`src/rtl/psram_pkg.sv`:
```
// Shared definitions for the PSRAM arbiter: FSM state encoding, grant one-hot
// constants and default bus widths.
package psram_pkg;
    localparam int PSRAM_ADDR_W = 23;
    localparam int PSRAM_DATA_W = 16;

    typedef enum logic [1:0] {
        ST_IDLE     = 2'd0,
        ST_GNT_VID  = 2'd1,
        ST_GNT_HOST = 2'd2,
        ST_RELEASE  = 2'd3
    } arb_state_e;

    localparam logic [1:0] GNT_NONE    = 2'b00;
    localparam logic [1:0] GNT_VID_OH  = 2'b01;
    localparam logic [1:0] GNT_HOST_OH = 2'b10;
endpackage

```
`src/rtl/psram_arb_starve.sv`:
```
// Saturating 8-bit host starvation counter with its priority-limit compare.
module psram_arb_starve #(
    parameter int STARVE_LIMIT = 200
) (
    input  logic clk,
    input  logic reset_n,
    input  logic i_inc,
    input  logic i_clr,
    output logic o_starved
);
    logic [7:0] r_cnt;

    always_ff @(posedge clk or negedge reset_n) begin
        if (!reset_n)
            r_cnt <= '0;
        else if (i_clr)
            r_cnt <= '0;
        else if (i_inc && r_cnt != 8'hFF)
            r_cnt <= r_cnt + 8'd1;
    end

    assign o_starved = (int'(r_cnt) >= STARVE_LIMIT);
endmodule

```
`src/rtl/psram_arbiter.sv`:
```
// Two-requester (video/host) PSRAM arbiter, non-preemptive, video priority with
// host anti-starvation. Define PSRAM_ARB_TIMEOUT_EN to bound grant length.
module psram_arbiter
    import psram_pkg::*;
#(
    parameter int ADDR_W         = PSRAM_ADDR_W,
    parameter int DATA_W         = PSRAM_DATA_W,
    parameter int STARVE_LIMIT   = 200,
    parameter int TIMEOUT_CYCLES = 1024
) (
    input  logic              clk,
    input  logic              reset_n,
    input  logic              vid_req,
    input  logic              vid_rd,
    input  logic              vid_burst,
    input  logic [ADDR_W-1:0] vid_addr,
    output logic              vid_op_begun,
    output logic              vid_data_ok,
    input  logic              host_req,
    input  logic              host_rd,
    input  logic              host_wr,
    input  logic [ADDR_W-1:0] host_addr,
    input  logic [DATA_W-1:0] host_wdata,
    output logic              host_op_begun,
    output logic              host_data_ok,
    output logic              mem_rd,
    output logic              mem_wr,
    output logic              mem_burst,
    output logic [ADDR_W-1:0] mem_addr,
    output logic [DATA_W-1:0] mem_wdata,
    input  logic              mem_op_begun,
    input  logic              mem_data_ok,
    input  logic              mem_ctrlr_good,
    output logic [1:0]        grant,
    output logic              timeout_err
);
    arb_state_e r_state, w_next;
    logic       w_starved, w_tmo, w_vid_blk, w_host_blk, w_vid_ok, w_host_ok;

    psram_arb_starve #(.STARVE_LIMIT(STARVE_LIMIT)) u_starve (
        .clk       (clk),
        .reset_n   (reset_n),
        .i_inc     (host_req && r_state != ST_GNT_HOST),
        .i_clr     (w_next == ST_GNT_HOST && r_state != ST_GNT_HOST),
        .o_starved (w_starved)
    );

`ifdef PSRAM_ARB_TIMEOUT_EN
    localparam int TW = $clog2(TIMEOUT_CYCLES + 1);
    logic [TW-1:0] r_gnt_cnt;
    logic          r_vid_blk, r_host_blk, r_timeout_err;
    logic          w_in_gnt, w_cur_req;

    assign w_in_gnt  = (r_state == ST_GNT_VID) || (r_state == ST_GNT_HOST);
    assign w_cur_req = (r_state == ST_GNT_VID) ? vid_req : host_req;
    // A requester that drops its req on the last cycle releases normally.
    assign w_tmo     = w_in_gnt && w_cur_req && (r_gnt_cnt == TW'(TIMEOUT_CYCLES - 1));

    always_ff @(posedge clk or negedge reset_n) begin
        if (!reset_n) begin
            r_gnt_cnt     <= '0;
            r_vid_blk     <= 1'b0;
            r_host_blk    <= 1'b0;
            r_timeout_err <= 1'b0;
        end else begin
            r_gnt_cnt     <= (w_in_gnt && w_next == r_state) ? r_gnt_cnt + 1'b1 : '0;
            r_timeout_err <= w_tmo;
            if (!vid_req)
                r_vid_blk <= 1'b0;
            else if (w_tmo && r_state == ST_GNT_VID)
                r_vid_blk <= 1'b1;
            if (!host_req)
                r_host_blk <= 1'b0;
            else if (w_tmo && r_state == ST_GNT_HOST)
                r_host_blk <= 1'b1;
        end
    end

    assign w_vid_blk   = r_vid_blk;
    assign w_host_blk  = r_host_blk;
    assign timeout_err = r_timeout_err;
`else
    assign w_tmo       = (TIMEOUT_CYCLES < 0);
    assign w_vid_blk   = 1'b0;
    assign w_host_blk  = 1'b0;
    assign timeout_err = 1'b0;
`endif

    assign w_vid_ok  = vid_req && !w_vid_blk;
    assign w_host_ok = host_req && !w_host_blk;

    always_ff @(posedge clk or negedge reset_n) begin
        if (!reset_n)
            r_state <= ST_IDLE;
        else
            r_state <= w_next;
    end

    always_comb begin
        w_next = r_state;
        unique case (r_state)
            ST_IDLE:
                if (mem_ctrlr_good && (w_vid_ok || w_host_ok))
                    w_next = (w_host_ok && (!w_vid_ok || w_starved)) ? ST_GNT_HOST : ST_GNT_VID;
            ST_GNT_VID:  if (!vid_req || w_tmo)  w_next = ST_RELEASE;
            ST_GNT_HOST: if (!host_req || w_tmo) w_next = ST_RELEASE;
            default:     w_next = ST_IDLE;
        endcase
    end

    always_comb begin
        grant         = GNT_NONE;
        mem_rd        = 1'b0;
        mem_wr        = 1'b0;
        mem_burst     = 1'b0;
        mem_addr      = '0;
        mem_wdata     = '0;
        vid_op_begun  = 1'b0;
        vid_data_ok   = 1'b0;
        host_op_begun = 1'b0;
        host_data_ok  = 1'b0;
        unique case (r_state)
            ST_GNT_VID: begin
                grant        = GNT_VID_OH;
                mem_rd       = vid_rd;
                mem_burst    = vid_burst;
                mem_addr     = vid_addr;
                vid_op_begun = mem_op_begun;
                vid_data_ok  = mem_data_ok;
            end
            ST_GNT_HOST: begin
                grant         = GNT_HOST_OH;
                mem_rd        = host_rd;
                mem_wr        = host_wr;
                mem_addr      = host_addr;
                mem_wdata     = host_wdata;
                host_op_begun = mem_op_begun;
                host_data_ok  = mem_data_ok;
            end
            default: ;
        endcase
    end
endmodule

```
`config.mk`:
```
export PLATFORM = sky130hd
export DESIGN_NAME = psram_arbiter
export DESIGN_NICKNAME = d
export VERILOG_FILES = /design/src/rtl/psram_pkg.sv /design/src/rtl/psram_arb_starve.sv /design/src/rtl/psram_arbiter.sv
export SDC_FILE = /design/constraint.sdc
export NUM_CORES = 1
export LEC_CHECK = 0
export CAP_MARGIN = 20
export CORE_MARGIN = 1
export CORE_UTILIZATION = 28
export DETAILED_ROUTE_END_ITERATION = 7
export HOLD_SLACK_MARGIN = 0.03
export PLACE_DENSITY = 0.89
export SLEW_MARGIN = 20
export SYNTH_ARGS = -nofsm -noshare
export SYNTH_HDL_FRONTEND = slang
export SYNTH_HIERARCHICAL = 1
export SYNTH_SLANG_ARGS = --single-unit
```
`constraint.sdc`:
```
create_clock -name clk -period 1.9 [get_ports clk]
set_input_delay 0.19 -clock clk [delete_from_list [all_inputs] [get_ports clk]]
set_output_delay 0.19 -clock clk [all_outputs]
set_load 0.03 [all_outputs]
```
==> flow_summary_export.csv <==
group,metric,value,unit
run_status,status,"complete, but fails checks",
run_status,violations,"setup timing",
synth,synth_top_area_frac,0.196,
sta,post-route-period-util,1.01,
setup_path,worst_setup_path_start_kind,"flop",
placement,portBuffers,120,
global_routing,grt_overflow_total,0,
clock_tree,cts-buffers-inserted,3,
detailed_routing,wire_per_inst,15.3,µm
synth,synth_ff_type,"dfrtp_1",
synth,yosysSeqAreaShare,0.196,
detailed_routing,drt-initial-drc-count,154,
detailed_routing,vias,1757,
clock_tree,htree_num_levels,1,
power_and_ir_drop,p_total,0.00406,W
global_routing,antenna_found_initial,0,
clock_tree,cts_tree,"yes",
synth,synthCells,160,
synth,ys_seq_elements,10,
placement,dp_slack,-0.171,ns
sta,hold_violations,0,
placement,place_congestion,0.854,
sta,layout_setup_ws,-0.0163,ns
sta,hold_ws,0.282,ns
synth,synthTopCellsByArea,"dfrtp_1, a22oi_1, nor2b_1",
final_layout,multiInputGateArea,990,µm²
setup_path,worstPathArrival,1.73,ns
final_layout,final_cell_area,2720,µm²
global_routing,grt_max_degree,28,
clock_tree,clk_path_buf_depth,2,
setup_path,cp_max_fo,11,
final_layout,regArea,250,µm²
detailed_routing,post-route-drc-count,0,
power_and_ir_drop,ir_worst_vdd,0.711,mV
detailed_routing,dr.pass1.iters,6,
detailed_routing,vias_per_cell,5.08,
sta,slew_violations,0,
synth,synth_top_area_cell,"dfrtp_1",
final_layout,final_util,0.620,
clock_tree,clock-root-buffer,"clkbuf_8",
global_routing,grtUsageTotal,0.199,
synth,syn_area_per_cell,8.00,µm²
worst_hold_path,hold_class,"in2async",
setup_path,criticalPathCategory,"reg2out",
sta,rsz0062_at_grt,"yes",
global_routing,grt_pass1_vias,1764,
final_layout,fin_nets,376,
synth,yosysWarnings,6,
final_layout,fillers,357,
detailed_routing,final_antenna_net_count,0,
global_routing,grt_first_pass_wirelength,7890,µm
final_layout,drive_above_1_share,0.307,
sta,skew,0.000720,ns
floorplan,initial_core_util,0.292,
detailed_routing,drt-total-wl,5300,µm
sta,fin_crit,1.92,ns
sta,max_freq,0.522,GHz
floorplan,ios,122,
setup_path,required,1.71,ns
setup_path,end_kind,"primary output",
power_and_ir_drop,leakage,1.19,nW
clock_tree,clk_latency,0.23,ns
synth,ys_async_sr_fraction,1.00,
floorplan,dieWidth,69.6,µm
power_and_ir_drop,p_per_area,1500,nW/µm²
synth,synth-edff-count,0,
floorplan,rows,24,
placement,placed_area,2510,µm²
synth,synthesis.nets,241,
placement,dp_hpwl,3950,µm
final_layout,area_delta_synth_final,112,%
clock_tree,clkSinkCount,10,
synth,synth_cell_types,39,
floorplan,core,4380,µm²
clock_tree,clk_pin_slew,0.05,ns
job,maxCapViolCount,0,
synth,syn-cell-area,1280,µm²
floorplan,dieArea,4850,µm²
sta,setup_viol,2,
floorplan,die_h,69.6,µm
-- path summary, 6_finish.rpt --
kind	from	end	slack [ns]	cells after the start
setup / recovery	r_state[0]$_DFF_PN0_	mem_addr[13]	-0.02	7
hold / removal	reset_n	u_starve/r_cnt[3]$_DFFE_PN0P_	0.28	1
setup reg to reg	r_state[1]$_DFF_PN0_	u_starve/r_cnt[5]$_DFFE_PN0P_	0	7
hold reg to reg	u_starve/r_cnt[6]$_DFFE_PN0P_	u_starve/r_cnt[6]$_DFFE_PN0P_	0.57	2
max in group asynchronous	reset_n	u_starve/r_cnt[5]$_DFFE_PN0P_	1.30	1
min in group clk	u_starve/r_cnt[6]$_DFFE_PN0P_	u_starve/r_cnt[6]$_DFFE_PN0P_	0.57	2
-- through the flow --
step / TNS, ns / std cells
4_1_cts: -0.000415 / 341
3_3_place_gp: -0.343 / 336
5_1_grt: -1.40 / 345
3_5_place_dp: -0.779 / 336
6_report: -0.0192 / 346
2_1_floorplan: -0.0119 / 160
-- timing repair --
| action | 4_1_cts | 5_1_grt |
|---|---|---|
| pin swaps | 1 | 0 |
| hold buffers | 0 | 0 |
| setup buffers | 1 | 2 |
| endpoints found under the setup margin | 47 | 31 |
| gates cloned | 1 | 2 |
| gates resized for setup | 7 | 8 |
-- cell type report --
| cell class | instances | area share |
|---|---|---|
| multi-input combinational | 129 | 0.364 |
| timing repair buffer | 144 | 0.494 |
| inverter | 7 | 0.00967 |
| antenna | 1 | 0.000921 |
| clock buffer | 3 | 0.0152 |
| sequential | 10 | 0.0921 |
| tap | 52 | 0.0240 |
-- power by group --
part	switching, W	leakage (nW)	total [W]	internal, W
sequential	0.0000734	0.132	0.000349	0.000275
combinational	0.00188	1.04	0.00349	0.00162
clock	0.0000800	0.0216	0.000219	0.000139
total	0.00203	1.19	0.00406	0.00203
-- Yosys cell counts, types with 2 or more instances --
| library cell | number |
|---|---|
| and4_4 | 2 |
| a22oi_1 | 24 |
| buf_2 | 2 |
| nor3_1 | 3 |
| inv_1 | 7 |
| clkbuf_1 | 8 |
| and2_1 | 22 |
| nand2_1 | 3 |
| ha_1 | 8 |
| nand4_1 | 5 |
| a31oi_1 | 2 |
| buf_6 | 2 |
| a211oi_1 | 4 |
| dfrtp_1 | 10 |
| nor2b_1 | 25 |
| a21oi_1 | 4 |
| nand2b_1 | 3 |
| nor2_1 | 4 |
| mux2_4 | 2 |
-- per-layer routing --
layer	GRT usage	routed length, µm
met1	0.238	2190
met2	0.353	2690
met3	0.0465	348
met4	0.0578	74
met5	0	0
-- flip-flops by register name, indices dropped and copies added, names as in the netlist --
name / cells
r_state: 2
u_starve/r_cnt: 8
-- placed cells by master, fill, tap and decap left out, types with 3 or more instances in the layout --
master            n
inv_1             5
and2_1           22
buf_4            65
clkdlybuf4s50_1  72
a22oi_1          24
nand2_1           3
ha_4              3
dfrtp_1          10
nor2_1            3
nand4_1           5
clkbuf_8          3
nand2b_1          3
ha_1              5
a211oi_1          4
a21oi_1           3
nor3_1            3
nor2b_1          25
-- worst max-delay path: stages, from the launching register on --
cell and delay (ns):
dfrtp_1 0.41, inv_2 0.12, buf_6 0.11, ha_4 0.23, clkbuf_16 0.19, a22oi_1 0.08, nor2b_1 0.16, buf_4 0.18
-- logic make-up after synthesis --
kind of cell,share of synthesized area
flops,0.196
fa+ha+maj,0.0782
simple gates,0.362
other cells,0.00293
buf+inv,0.0870
compound gates,0.243
mux,0.0313
No activity file was read; power rests on OpenSTA's default activity.
